--- src/rtl/uart_arb_pkg.sv ---
// Shared types and default constants for the UART transmit arbiter.
package uart_arb_pkg;

    typedef enum logic [0:0] {
        IDLE = 1'b0,
        LOCK = 1'b1
    } arb_state_e;

    localparam int N_REQ_DEF       = 4;
    localparam int DATA_W_DEF      = 8;
    localparam int TIMEOUT_CYC_DEF = 255;
    localparam int STALL_CNT_W     = 16;

endpackage

--- src/rtl/uart_tx_arbiter_rr_pick.sv ---
// Round-robin pick: first set request strictly after ptr, wrapping around.
module rr_pick
    import uart_arb_pkg::*;
#(
    parameter int N_REQ = N_REQ_DEF
) (
    input  logic [N_REQ-1:0]         req,
    input  logic [$clog2(N_REQ)-1:0] ptr,
    output logic [$clog2(N_REQ)-1:0] winner,
    output logic                     any_req
);

    localparam int IDX_W = $clog2(N_REQ);

    // Scan from farthest to nearest so the closest requester after ptr wins
    always_comb begin
        winner  = '0;
        any_req = 1'b0;
        for (int k = N_REQ; k >= 1; k--) begin
            if (req[IDX_W'((int'(ptr) + k) % N_REQ)]) begin
                winner  = IDX_W'((int'(ptr) + k) % N_REQ);
                any_req = 1'b1;
            end else begin
                winner  = winner;
                any_req = any_req;
            end
        end
    end

endmodule

--- src/rtl/uart_tx_arbiter.sv ---
// Packet-level round-robin arbiter in front of a shared UART transmitter.
// Optional stall timeout is enabled with the UART_ARB_TIMEOUT_EN macro.
module uart_tx_arbiter
    import uart_arb_pkg::*;
#(
    parameter int N_REQ       = N_REQ_DEF,
    parameter int DATA_W      = DATA_W_DEF,
    parameter int TIMEOUT_CYC = TIMEOUT_CYC_DEF
) (
    input  logic                      clk,
    input  logic                      rst_n,
    input  logic [N_REQ-1:0]          req_valid,
    input  logic [N_REQ*DATA_W-1:0]   req_data,
    input  logic [N_REQ-1:0]          req_last,
    output logic [N_REQ-1:0]          req_ready,
    output logic                      tx_valid,
    output logic [DATA_W-1:0]         tx_data,
    input  logic                      tx_ready,
    output logic [$clog2(N_REQ)-1:0]  grant_idx,
    output logic                      busy,
    output logic                      timeout
);

    localparam int IDX_W = $clog2(N_REQ);

    arb_state_e       state_r;
    logic [IDX_W-1:0] ptr_r;
    logic [IDX_W-1:0] grant_r;
    logic             busy_r;
    logic             timeout_r;
    logic [IDX_W-1:0] win_s;
    logic             any_s;
    logic             xfer_s;
    logic             expire_s;

    rr_pick #(
        .N_REQ (N_REQ)
    ) u_rr_pick (
        .req     (req_valid),
        .ptr     (ptr_r),
        .winner  (win_s),
        .any_req (any_s)
    );

    assign xfer_s = (state_r == LOCK) && req_valid[grant_r] && tx_ready;

    // Owner's handshake is passed straight through while the grant is held
    always_comb begin
        tx_valid  = 1'b0;
        tx_data   = '0;
        req_ready = '0;
        if (state_r == LOCK) begin
            tx_valid           = req_valid[grant_r];
            req_ready[grant_r] = tx_ready;
            for (int i = 0; i < N_REQ; i++) begin
                if (grant_r == IDX_W'(i)) begin
                    tx_data = req_data[i*DATA_W +: DATA_W];
                end else begin
                    tx_data = tx_data;
                end
            end
        end else begin
            tx_valid  = 1'b0;
            tx_data   = '0;
            req_ready = '0;
        end
    end

`ifdef UART_ARB_TIMEOUT_EN
    logic [STALL_CNT_W-1:0] stall_cnt_r;
    logic                   stall_s;

    assign stall_s  = (state_r == LOCK) && !req_valid[grant_r];
    assign expire_s = stall_s && (stall_cnt_r == STALL_CNT_W'(TIMEOUT_CYC - 1));

    // Stall counter: owner-idle LOCK cycles, cleared by any transfer or release
    always_ff @(posedge clk or negedge rst_n) begin
        if (!rst_n) begin
            stall_cnt_r <= '0;
        end else if ((state_r != LOCK) || xfer_s || expire_s) begin
            stall_cnt_r <= '0;
        end else if (stall_s) begin
            stall_cnt_r <= stall_cnt_r + STALL_CNT_W'(1);
        end else begin
            stall_cnt_r <= stall_cnt_r;
        end
    end
`else
    assign expire_s = 1'b0;
`endif

    // Grant FSM: arbitrate in IDLE, hold the owner until last beat or timeout
    always_ff @(posedge clk or negedge rst_n) begin
        if (!rst_n) begin
            state_r   <= IDLE;
            ptr_r     <= IDX_W'(N_REQ - 1);
            grant_r   <= '0;
            busy_r    <= 1'b0;
            timeout_r <= 1'b0;
        end else begin
            timeout_r <= 1'b0;
            case (state_r)
                IDLE: begin
                    if (any_s) begin
                        grant_r <= win_s;
                        busy_r  <= 1'b1;
                        state_r <= LOCK;
                    end
                end
                LOCK: begin
                    if (xfer_s && req_last[grant_r]) begin
                        ptr_r   <= grant_r;
                        busy_r  <= 1'b0;
                        state_r <= IDLE;
                    end else if (expire_s) begin
                        ptr_r     <= grant_r;
                        busy_r    <= 1'b0;
                        timeout_r <= 1'b1;
                        state_r   <= IDLE;
                    end
                end
                default: begin
                    busy_r  <= 1'b0;
                    state_r <= IDLE;
                end
            endcase
        end
    end

    assign grant_idx = grant_r;
    assign busy      = busy_r;
    assign timeout   = timeout_r;

endmodule

--- config.mk ---
export PLATFORM = sky130hd
export DESIGN_NAME = uart_tx_arbiter
export DESIGN_NICKNAME = d
export VERILOG_FILES = /design/src/rtl/uart_arb_pkg.sv /design/src/rtl/uart_tx_arbiter_rr_pick.sv /design/src/rtl/uart_tx_arbiter.sv
export SDC_FILE = /design/constraint.sdc
export NUM_CORES = 1
export LEC_CHECK = 0
export BUFFER_PORTS_ARGS = -buffer_cell sky130_fd_sc_hd__buf_2
export CORE_UTILIZATION = 30
export CTS_CLUSTER_DIAMETER = 40
export DETAILED_ROUTE_END_ITERATION = 8
export PLACE_DENSITY = 0.76
export SLEW_MARGIN = 10
export SYNTH_ARGS = -nofsm -noshare
export SYNTH_HDL_FRONTEND = slang
export SYNTH_SLANG_ARGS = --single-unit
--- constraint.sdc ---
create_clock -name clk -period 2.2 [get_ports clk]
set_clock_uncertainty 0.15 [all_clocks]
set_input_delay 0.22 -clock clk [delete_from_list [all_inputs] [get_ports clk]]
set_output_delay 0.22 -clock clk [all_outputs]
set_load 0.03 [all_outputs]
==> results.py <==
metrics = {
    "yosys": {
        "yosysTopAreaCell": "mux4_2",
        "yosys-mux-area-fraction_pct": 37.9,
        "async_flop_share_pct": 100,
        "synth_edf_count": 0,
        "synth_top_family_by_area": "multiplexers",
        "syn_nets": 110,
        "netlist_area_um2": 689,
        "synthFlopType": "dfrtp_1",
        "synth.distinct_cells": 28,
        "synthAdderAreaFrac_pct": 0,
        "yosysSeqAreaShare_pct": 22.1,
        "synth_top_area_share_pct": 29.4,
        "synth-compound-area-share_pct": 10.3,
        "synthTopCellsByCount": "9 x and2_1, 9 x mux4_2, 5 x nand2_1, 5 x nor2_1",
        "syn_inst": 67,
        "ys_ff_latch": 6,
        "synth.avg_cell_area_um2": 10.3,
        "synthTopCellsByArea": "mux4_2 29%, dfrtp_1 15%, and2_1 8.2%, dfstp_2 7.6%, mux4_1 3.8%",
        "yosys.area_share.simple_pct": 22.1,
        "ys_warn_count": 0,
        "synth-xor-area-share_pct": 0,
    },
    "grt": {
        "antenna_found_initial": 0,
        "grt_pass1_wl_um": 2990,
        "grt_max_degree": 15,
        "grt_pass1_vias": 682,
        "overflow": 0,
        "groute.usage.overall_pct": 15.6,
    },
    "setup_path": {
        "cp_num_buf_inv": 1,
        "crit_type": "reg -> out",
        "required_ns": 1.83,
        "slowest_stage": "mux4_1",
        "cp-end-kind": "primary output",
        "arrival_ns": 1.70,
        "path_delay_family": "multiplexers",
        "start_kind": "register",
        "cp_max_fo": 8,
        "cpPeakStageDelay_ns": 0.58,
        "worstPathCellList": "mux4_1, and2_1, buf_2",
    },
    "floorplan": {
        "die_width_um": 49.9,
        "design.core.area_um2": 2060,
        "ios": 60,
        "num_rows": 16,
        "initial_core_util_pct": 33.4,
        "die_h_um": 49.9,
        "die-area_um2": 2490,
    },
    "clocking": {
        "cts_max_path_buffers": 2,
        "insertion_delay_ns": 0.24,
        "clock-sinks": 6,
        "cts_buffers": 3,
        "clock-root-buffer": "clkbuf_4",
        "h-tree-depth": 1,
        "cts.clk_slew.worst_paths_ns": 0.05,
        "cts_tree": "done",
        "cts_post_setup_buffers_inserted": 0,
    },
    "detailed_routing": {
        "drtPass1Iterations": 4,
        "wl_per_cell_um": 12.3,
        "totalWireLength_um": 1890,
        "via_per_inst": 4.92,
        "ant_nets": 0,
        "drtIter0Drc": 13,
        "vias": 758,
        "drc": 0,
    },
    "timing": {
        "fmax_mhz": 483,
        "setup_viol": 0,
        "finalCritPeriodShare_pct": 94.2,
        "layout_setup_ws_ns": 0.128,
        "rsz0062_at_grt": "no",
        "final_hold_viol_count": 0,
        "maxSlewViolCount": 0,
        "fin_crit_ns": 2.07,
        "tns_ns": 0,
        "fin_hold_ws_ns": 0.176,
    },
    "place": {
        "place_area_um2": 998,
        "dp.final_hpwl_um": 1590,
        "io_buffers": 58,
        "routabilityCongestion": 0.877,
        "dp_cells": 149,
        "place_ws_ns": 0.255,
    },
    "final_layout": {
        "diodes": 0,
        "finalNonFillerCells": 154,
        "area.growth.synth_to_final_pct": 50.1,
        "nNetsFinal": 171,
        "post-route-cell-area_um2": 1030,
        "fillCellCount": 189,
        "drive_above_1_share_pct": 61.4,
    },
    "power": {
        "power.leakage_nw": 0.512,
        "cellPowerDensity_nw_per_um2": 1340,
        "peakVddDrop_mv": 0.601,
    },
    "outcome": {
        "status": "complete, no violations",
    },
    "job": {
        "maxCapViolations": 0,
    },
    "hold_path": {
        "worstHoldPathType": "in -> async",
    },
}
==> worst register-to-register path: cells and delay by family (launching register included) <==
| kind | cells | cell delay [ns] |
|---|---|---|
| muxes | 2 | 0.87 |
| buffers and inverters | 1 | 0.12 |
| and+or+nand+nor | 1 | 0.22 |
| DFF | 1 | 0.50 |
==> area by class of cell <==
cell class | count | area (um^2) | area share [%]
Sequential cell | 6 | 153 | 14.8
Clock buffer | 4 | 26.3 | 2.54
Timing Repair Buffer | 62 | 323 | 31.2
Inverter | 2 | 10.0 | 0.967
Multi-Input combinational cell | 53 | 489 | 47.3
Tap cell | 27 | 33.8 | 3.26
==> repair_timing <==
item | 4_1_cts | 5_1_grt
endpoints found under the hold margin | 6 | 0
hold buffers | 1 | 0
resized for setup | 0 | 0
==> state kept, by name, summed over array words and instances (netlist names) <==
| signal | cells |
|---|---|
| ptr_r | 2 |
| grant_idx | 2 |
| state_r | 1 |
| busy | 1 |
==> routing by layer <==
metal	up-vias	part of all wire [%]	GRT usage, %
li1	367	-	-
met1	345	41	17.6
met2	46	49	27.7
met3	0	10	4.32
met4	0	0	5.71
met5	-	0	0
==> final timing paths <==
check	slack (ns)	from	cells after the start	end
min reg2reg	0.34	busy	1	busy
max reg2reg	0.26	grant_idx[1]	4	ptr_r[1]
max	0.13	grant_idx[1]	3	tx_data[2]
min	0.18	rst_n	2	grant_idx[0]
min in group clk	0.18	tx_ready	3	ptr_r[0]
max in group asynchronous	1.50	rst_n	2	ptr_r[0]
==> where the power goes <==
| part | internal, mW | switching [mW] |
|---|---|---|
| Sequential | 0.176 | 0.0843 |
| Combinational | 0.453 | 0.565 |
| Clock | 0.0685 | 0.0369 |
| Total | 0.697 | 0.687 |
==> cells in the final DEF, fill, tap and decap left out <==
master	netlist	routed
dfstp_2	2	2
a21o_1	2	2
buf_2	0	58
mux2i_1	1	1
buf_4	2	3
nand3_1	1	1
mux4_2	9	9
nand2_1	5	5
mux4_1	1	1
and2_1	9	9
nor2_1	5	5
mux2_1	1	1
a31oi_1	2	2
nor2b_1	1	1
o21ai_0	1	1
nand2b_1	4	4
dfrtp_1	4	4
clkbuf_4	0	3
clkbuf_1	3	1
mux2_2	1	1
o221ai_1	1	1
inv_4	1	1
a21oi_1	3	3
a211o_1	1	1
nor3b_2	1	1
inv_1	1	1
dlygate4sd3_1	0	1
o22ai_1	1	1
conb_1	1	1
nor3_1	2	2
==> logic make-up after synthesis <==
family | count (synthesis)
other | 1
flip-flops | 6
AND/OR/NAND/NOR | 28
multiplexers | 13
AO/OA/AOI/OAI | 11
buffers and inverters | 8
==> stage by stage <==
stage	util, %	power (mW)
after floorplan	-	1.04
after global placement	48.4	1.28
after detailed placement	48.4	1.29
after CTS	50.2	1.40
after global routing	50.2	1.48
final	50.2	1.38
Note: power is estimated with default switching activity, not from simulation.
